$ cat src/rtl/luzes_pkg.sv
// ============================================================================
// luzes_pkg: shared state encoding, mode constants and pattern decode for the
// light sequencer. Rev 1.0
// ============================================================================
`default_nettype none

package luzes_pkg;

  localparam logic [1:0] OCIOSO   = 2'd0;
  localparam logic [1:0] LIMPAR   = 2'd1;
  localparam logic [1:0] EXECUTAR = 2'd2;

  localparam logic [1:0] MODO_CHASE = 2'b00;
  localparam logic [1:0] MODO_FILL  = 2'b01;
  localparam logic [1:0] MODO_BLINK = 2'b10;
  localparam logic [1:0] MODO_EXT   = 2'b11;

  localparam int TICK_DIV_PADRAO = 50_000_000;

  typedef struct packed {
    logic dado;
    logic desloca;
    logic limpa;
    logic enche;
  } pulsos_t;

  // Action for one pattern step, taken from the step index before it advances.
  function automatic pulsos_t acao_padrao(input logic [1:0] modo,
                                          input logic [2:0] passo,
                                          input logic       ext);
    pulsos_t p;
    p = '0;
    case (modo)
      MODO_CHASE: begin
        p.desloca = 1'b1;
        p.dado    = (passo[1:0] == 2'b00);
      end
      MODO_FILL: begin
        p.desloca = 1'b1;
        p.dado    = ~passo[2];
      end
      MODO_BLINK: begin
        if (passo[0] == 1'b0) p.enche = 1'b1;
        else                  p.limpa = 1'b1;
      end
      default: begin
        p.desloca = 1'b1;
        p.dado    = ext;
      end
    endcase
    return p;
  endfunction

endpackage

`default_nettype wire

$ cat src/rtl/divisor_tick.sv
// ============================================================================
// divisor_tick: prescaler counting 0..DIV-1 while enabled; one-cycle tick on
// the last count. Rev 1.0
// ============================================================================
`default_nettype none

module divisor_tick #(
  parameter int DIV = 4
) (
  input  logic clock_placa,
  input  logic reset,
  input  logic habilita,
  input  logic zera,
  output logic tick
);

  localparam int                 LARGURA  = $clog2(DIV);
  localparam logic [LARGURA-1:0] C_ULTIMO = LARGURA'(DIV - 1);
  localparam logic [LARGURA-1:0] C_UM     = LARGURA'(1);

  logic [LARGURA-1:0] r_cont;

  always_ff @(posedge clock_placa or negedge reset) begin
    if (!reset) begin
      r_cont <= '0;
    end else if (zera) begin
      r_cont <= '0;
    end else if (habilita) begin
      r_cont <= (r_cont == C_ULTIMO) ? '0 : r_cont + C_UM;
    end
  end

  // Gated by habilita so a frozen count never produces a tick.
  assign tick = habilita && (r_cont == C_ULTIMO);

endmodule

`default_nettype wire

$ cat src/rtl/sequenciador_luzes.sv
// ============================================================================
// sequenciador_luzes: drives shift/clear/preset/data of the 4-bit light shift
// register with four selectable patterns. Rev 1.0
// ============================================================================
`default_nettype none

module sequenciador_luzes
  import luzes_pkg::*;
#(
  parameter int TICK_DIV = TICK_DIV_PADRAO
) (
  input  logic       clock_placa,
  input  logic       reset,
  input  logic       iniciar,
  input  logic       parar,
  input  logic       pausa,
  input  logic [1:0] modo,
  input  logic       entrada_ext,
  output logic       dado,
  output logic       desloca,
  output logic       limpa,
  output logic       enche,
  output logic       ativo,
  output logic [2:0] passo
);

  logic [1:0] r_rst_sinc;
  logic       w_reset_int;
  logic [1:0] r_estado;
  logic [1:0] w_prox;
  logic [1:0] r_modo;
  logic [2:0] r_passo;
  logic [1:0] r_ext_sinc;
  logic       w_tick;
  logic       w_avanca;
  logic       w_entra_limpar;
  pulsos_t    w_pulsos;
  logic       w_ativo;

  // Assert immediately, release on a clock edge.
  always_ff @(posedge clock_placa or negedge reset) begin
    if (!reset) r_rst_sinc <= 2'b00;
    else        r_rst_sinc <= {r_rst_sinc[0], 1'b1};
  end
  assign w_reset_int = r_rst_sinc[1];

  always_ff @(posedge clock_placa or negedge w_reset_int) begin
    if (!w_reset_int) r_estado <= OCIOSO;
    else              r_estado <= w_prox;
  end

  always_comb begin
    w_prox = r_estado;
    case (r_estado)
      OCIOSO:   if (iniciar && !parar) w_prox = LIMPAR;
      LIMPAR:   w_prox = parar ? OCIOSO : EXECUTAR;
      EXECUTAR: if (parar) w_prox = OCIOSO;
      default:  w_prox = OCIOSO;
    endcase
  end

  assign w_entra_limpar = (w_prox == LIMPAR);

  divisor_tick #(
    .DIV(TICK_DIV)
  ) u_divisor (
    .clock_placa(clock_placa),
    .reset      (w_reset_int),
    .habilita   ((r_estado == EXECUTAR) && !pausa),
    .zera       (w_entra_limpar),
    .tick       (w_tick)
  );

  // A tick that coincides with a stop request is dropped.
  assign w_avanca = w_tick && (w_prox == EXECUTAR);

  always_comb begin
    w_pulsos = '0;
    w_ativo  = (w_prox != OCIOSO);
    if (w_entra_limpar) w_pulsos.limpa = 1'b1;
    else if (w_avanca)  w_pulsos = acao_padrao(r_modo, r_passo, r_ext_sinc[1]);
  end

  always_ff @(posedge clock_placa or negedge w_reset_int) begin
    if (!w_reset_int) begin
      r_passo <= 3'd0;
      r_modo  <= MODO_CHASE;
    end else if (w_entra_limpar) begin
      r_passo <= 3'd0;
      r_modo  <= modo;
    end else if (w_avanca) begin
      r_passo <= r_passo + 3'd1;
    end
  end

  always_ff @(posedge clock_placa or negedge w_reset_int) begin
    if (!w_reset_int) r_ext_sinc <= 2'b00;
    else              r_ext_sinc <= {r_ext_sinc[0], entrada_ext};
  end

  always_ff @(posedge clock_placa or negedge w_reset_int) begin
    if (!w_reset_int) begin
      dado    <= 1'b0;
      desloca <= 1'b0;
      limpa   <= 1'b0;
      enche   <= 1'b0;
      ativo   <= 1'b0;
    end else begin
      dado    <= w_pulsos.dado;
      desloca <= w_pulsos.desloca;
      limpa   <= w_pulsos.limpa;
      enche   <= w_pulsos.enche;
      ativo   <= w_ativo;
    end
  end

  assign passo = r_passo;

endmodule

`default_nettype wire

$ cat config.mk
export PLATFORM = sky130hd
export DESIGN_NAME = sequenciador_luzes
export DESIGN_NICKNAME = d
export VERILOG_FILES = /design/src/rtl/luzes_pkg.sv /design/src/rtl/divisor_tick.sv /design/src/rtl/sequenciador_luzes.sv
export SDC_FILE = /design/constraint.sdc
export NUM_CORES = 1
export LEC_CHECK = 0
export CAP_MARGIN = 20
export CORE_MARGIN = 2
export CORE_UTILIZATION = 55
export CTS_BUF_LIST = sky130_fd_sc_hd__clkbuf_4 sky130_fd_sc_hd__clkbuf_8
export DETAILED_ROUTE_END_ITERATION = 8
export PLACE_DENSITY_LB_ADDON = 0.12
export SKIP_LAST_GASP = 1
export SLEW_MARGIN = 25
export SYNTH_ARGS = -nofsm -noshare
export SYNTH_HDL_FRONTEND = slang
export SYNTH_HIERARCHICAL = 1
export SYNTH_SLANG_ARGS = --single-unit
$ cat constraint.sdc
create_clock -name clock_placa -period 1.8 [get_ports clock_placa]
set_input_delay 0.45 -clock clock_placa [delete_from_list [all_inputs] [get_ports clock_placa]]
set_output_delay 0.45 -clock clock_placa [all_outputs]
set_load 0.05 [all_outputs]
## Word level (Yosys, flattened, before mapping)

Cells that the tools add are included.

- Input port bits: 8
- Logic and storage cells: 50
- Flip-flop bits (word level): 42

- Mux-type cells: 17
- Equality and inequality tests: 7
- Add/subtract/negate cells: 2
- Bitwise operators: 1
- Reduce and logical (&&, ||, !) cells: 12

Operators by type and width:

| cell | count |
|---|---|
| $mux W26 | 3 |
| $add A26 B1 Y26 const B | 1 |
| $eq A26 B26 Y1 const B | 1 |
| $pmux W2 S3 | 2 |
| $mux W2 | 5 |
| $eq A2 B1 Y1 const B | 3 |
| $eq A2 B2 Y1 const B | 3 |
| $logic_not A2 Y1 | 3 |
| $mux W3 | 2 |
| $reduce_bool A2 Y1 | 3 |
| $logic_and A1 B1 Y1 | 4 |
| $mux W1 | 4 |
| $mux W4 | 1 |
| $add A3 B1 Y3 const B | 1 |
| $logic_not A1 Y1 | 2 |
| $not A1 Y1 | 1 |

## Longest topological paths before layout

- Word-level depth: 8
- Mapped depth: 8
- Mapped depth without buffers: 7

## Modules after synthesis

Netlist, hierarchy kept.

Modules (own cells, without submodules):

| module | cells an instance | times used | area each (um2) | seq. area each (um2) |
|---|---|---|---|---|
| divisor_tick | 173 | 1 | 1551.5 | 650.6 |
| sequenciador_luzes | 55 | 1 | 654.4 | 400.4 |

## Least setup slack after synthesis

No wires, ideal clock.

- Path kind: input to register
- Start: input port parar
- End: register u_divisor.r_cont[25]
- Required time: 1.723 ns
- Data arrival time: 2.235 ns
- Library setup time: 0.077 ns
- Stages: 7
- Buffers on the path: 1
- Setup slack: -0.513 ns
- Cell sequence: or4b_1 > buf_6 > inv_1 > o21a_1 > nand4_4 > or4_1 > a21oi_1

- Cells in the longest elaborated chain, start to end: 6
- Elaborated cells on any way between the ends: 9

Ends and longest elaborated chain:

| element | line | text |
|---|---|---|
| start: declaration | sequenciador_luzes.sv:15 | `input logic parar,` |
| $logic_not A1 Y1 | sequenciador_luzes.sv:55 | `OCIOSO: if (iniciar && !parar) w_prox = LIMPAR;` |
| $logic_and A1 B1 Y1 | sequenciador_luzes.sv:55 |  |
| $mux W2 | sequenciador_luzes.sv:55 |  |
| $pmux W2 S3 (*) | sequenciador_luzes.sv:54 | `case (r_estado)` |
| $eq A2 B1 Y1 (*) | sequenciador_luzes.sv:62 | `assign w_entra_limpar = (w_prox == LIMPAR);` |
| net w_entra_limpar | sequenciador_luzes.sv:36 | `logic w_entra_limpar;` |
| $mux W26 / $reduce_bool A2 Y1 (equally long branches) | - |  |
| end signal: assignment | divisor_tick.sv:29 | `r_cont <= (r_cont == C_ULTIMO) ? '0 : r_cont + C_UM;` |
| end: declaration | divisor_tick.sv:21 | `logic [LARGURA-1:0] r_cont;` |

Mark *: on every way through the listed nets, which the timed path passes. The rest lies on a longest branch.
A chain may end at the register's enable or synchronous reset.

## Final worst setup path

- Start: register r_estado[0]
- End: register u_divisor.r_cont[19]

- Cells in the longest elaborated chain, start to end: 4
- Elaborated cells on any way between the ends: 10

Ends and longest elaborated chain:

| element | line | text |
|---|---|---|
| start: declaration | sequenciador_luzes.sv:29 | `logic [1:0] r_estado;` |
| start signal: assignment | sequenciador_luzes.sv:49 | `else r_estado <= w_prox;` |
| $eq A2 B2 Y1, or another cell as far along | sequenciador_luzes.sv:54 |  |
| $pmux W2 S3 (*) | sequenciador_luzes.sv:54 |  |
| $eq A2 B1 Y1 (*) | sequenciador_luzes.sv:62 |  |
| net w_entra_limpar | sequenciador_luzes.sv:36 |  |
| $mux W26 / $reduce_bool A2 Y1 (equally long branches) | - |  |

Marks and branches as above.

==> results by group <==
GRT
  – Total global routing overflow: 0
  – Gr usage total: 28.1%
  – Antenna violations before repair: 0
  – Pin count of the biggest net entering global routing: 41
  – First-pass GRT wire length: 9520 µm
  – Via count of the first global-routing pass: 2035

Detailed routing
  – DR pass1 iterations: 5
  – WL/cell: 18.7 µm
  – Via count: 2202
  – DRC Markers: 0
  – Routed WL: 6560 µm
  – DRT antenna net count: 0
  – Routed vias/inst: 6.27
  – Iteration-0 DRC Markers: 209

STA
  – Layout Skew: 0.00370 ns
  – Final setup fails: 22
  – Slew HR: 65.6%
  – Final Cycle Share: 118%
  – Slew Viols, Final: 0
  – Worst setup margin: -0.327 ns
  – Worst Tran Pin Value: 0.517 ns
  – Final hold violations: 0
  – RSZ-0062 raised after global routing: yes
  – Fmax: 0.470 GHz
  – Final Critical Period: 2.13 ns
  – Hold WS: 0.315 ns

Run
  – Max_cap viols: 0

Synthesis
  – Area leader, netlist: dfrtp_1
  – Async SR Flop Fraction: 100%
  – Synthesized area: 2210 µm²
  – Seq cells post-synth: 42
  – Average size of a mapped cell: 9.67 µm²
  – Post-synth EDFFs: 0
  – Unique masters post-synth: 44
  – Most used DFF post-synth: dfrtp_1
  – Top post-synthesis cells by count: dfrtp_1 (42), nand2_1 (25), a21oi_1 (15)
  – Sequential area share after synthesis: 47.6%
  – Ys Warns: 6
  – Post-synth top area share: 47.6%
  – Largest cells by area after synthesis: dfrtp_1 (48%), nand2_1 (4.3%), a21oi_1 (3.4%)
  – Mapped Cells: 228
  – Syn_nets: 239
  – Top-count cell post-synth: dfrtp_1

Place
  – HPWL after DPL: 3960 µm
  – Placed cell area: 2780 µm²
  – Cells after DPL: 337
  – I/O Buffers: 15
  – Routability cong.: 0.843
  – Pre-CTS setup slack: -0.687 ns

Critical path
  – Crit-path max FO: 6
  – Worst r2r src: r_estado[0]$_DFF_PN0_
  – CP required: 2.04 ns
  – Startpoint class of the critical path: flop
  – R2R depth: 7
  – CP Class: flop to flop
  – R2r setup slk: -0.33 ns
  – CP Data Arrival Time: 2.36 ns
  – FF-to-FF End: u_divisor/r_cont[19]$_DFFE_PN0P_
  – Critical path endpoint category: flop

Floorplan
  – Core area: 3940 µm²
  – Core Rows: 23
  – Initial Util: 56.0%
  – Die X: 67.3 µm
  – Die area: 4530 µm²
  – I/O Pins: 16
  – Die H: 67.3 µm

Clock tree
  – H-tree levels: 2
  – Hold_buf cts: 0
  – Clk Latency, worst-skew pair: 0.30 ns
  – CTS sink count: 42
  – Root Buffer: clkbuf_8
  – Total CTS buffers: 5
  – Clock buffer depth: 2
  – CTS tree: yes
  – Worst-path clk slew: 0.09 ns

Power and ir drop
  – Power per cell area: 673 nW/µm²
  – Pwr Total: 2.16 mW
  – Pleak: 1.43 nW
  – Peak VDD IR: 0.000502 V

Min path
  – Worst min-delay path class: input pin to async pin

Cells and area
  – Final Non-Filler Cells: 351
  – Cell area after layout: 3200 µm²
  – P&R area growth vs syn: 45.2%
  – Antenna diodes: 0
  – Layout net count: 311
  – Share of layout cells above drive strength 1: 40.5%
  – Fillers: 226

Outcome
  – Status: complete, but fails checks
  – Failing checks: negative setup slack
## layer usage
metal	global-route usage [%]	up-vias	wire length, µm
met3	5.33	32	347
met2	47.3	92	3330
met1	36.4	1093	2650
met5	0	-	0
li1	-	985	-
met4	9.44	0	245
## worst max-delay path, stage by stage (launching register included)
cell	delay [ns]
dfrtp_1	0.39
or4b_4	0.55
inv_4	0.08
o21a_4	0.15
buf_6	0.11
nand4_4	0.12
or4_4	0.53
a21oi_2	0.13
## registers in the layout, summed over array words and instances (netlist names)
signal / flops
ativo: 1
dado: 1
desloca: 1
enche: 1
limpa: 1
passo: 3
r_estado: 2
r_ext_sinc: 2
r_modo: 2
r_rst_sinc: 2
u_divisor/r_cont: 26
## through the flow
stage	util, %	TNS (ns)
after floorplan	-	-3.29
after global placement	70.5	-13.17
after detailed placement	70.5	-14.34
after CTS	75.6	-3.38
after global routing	81.2	-5.76
final	81.2	-4.07
## how the worst max path moves through the flow
stage,start,endpoint,slack (ns),cells after the start
2_1_floorplan,r_estado[0]$_DFF_PN0_,u_divisor/r_cont[19]$_DFFE_PN0P_,-0.27,7
3_3_place_gp,parar,u_divisor/r_cont[19]$_DFFE_PN0P_,-0.64,7
3_5_place_dp,iniciar,u_divisor/r_cont[19]$_DFFE_PN0P_,-0.69,7
4_1_cts,r_estado[0]$_DFF_PN0_,u_divisor/r_cont[24]$_DFFE_PN0P_,-0.33,7
5_1_grt,r_estado[0]$_DFF_PN0_,u_divisor/r_cont[19]$_DFFE_PN0P_,-0.40,8
6_report,r_estado[0]$_DFF_PN0_,u_divisor/r_cont[19]$_DFFE_PN0P_,-0.33,7
## layout make-up
class,count,area [µm²],share of cell area [%]
Multi-Input combinational cell,170,1290,40.3
Sequential cell,42,1050,32.8
Timing Repair Buffer,72,613,19.1
Clock buffer,5,68.8,2.15
Clock inverter,3,68.8,2.15
Tap cell,50,62.6,1.95
Inverter,9,48.8,1.52
## placed cells by master (no fill, tap or decap), types with 6 or more instances in the layout
cell type / count
buf_4: 56
dfrtp_1: 42
nand2_1: 22
nor2_1: 12
nand4_1: 12
nand3_1: 11
a21oi_2: 11
inv_1: 7
xor2_1: 7
buf_6: 7
and3_1: 6
## kinds of logic (layout without fill, tap and decap cells)
family	after synthesis	after routing	share of synthesized area [%]
and+or+nand+nor	112	113	28.8
DFF	42	42	47.6
AOI/OAI and AO/OA	40	40	11.3
buffers and inverters	17	89	4.88
xor gates and xnor gates	10	10	3.97
adders and majority gates	3	3	1.70
muxes	3	3	1.59
other	1	1	0.170
## repair_timing
item	4_1_cts	5_1_grt
setup endpoints to repair	27	25
gates cloned	1	1
hold endpoints to repair	0	0
gates resized for setup	9	46
buffers inserted	4	2
pin swaps	4	9
## where the power goes
group | switching (mW) | total, mW | internal [mW]
logic | 0.143 | 0.247 | 0.103
clock network | 0.355 | 0.911 | 0.556
registers | 0.0233 | 0.997 | 0.974
Note: power is estimated with default switching activity, not from simulation.
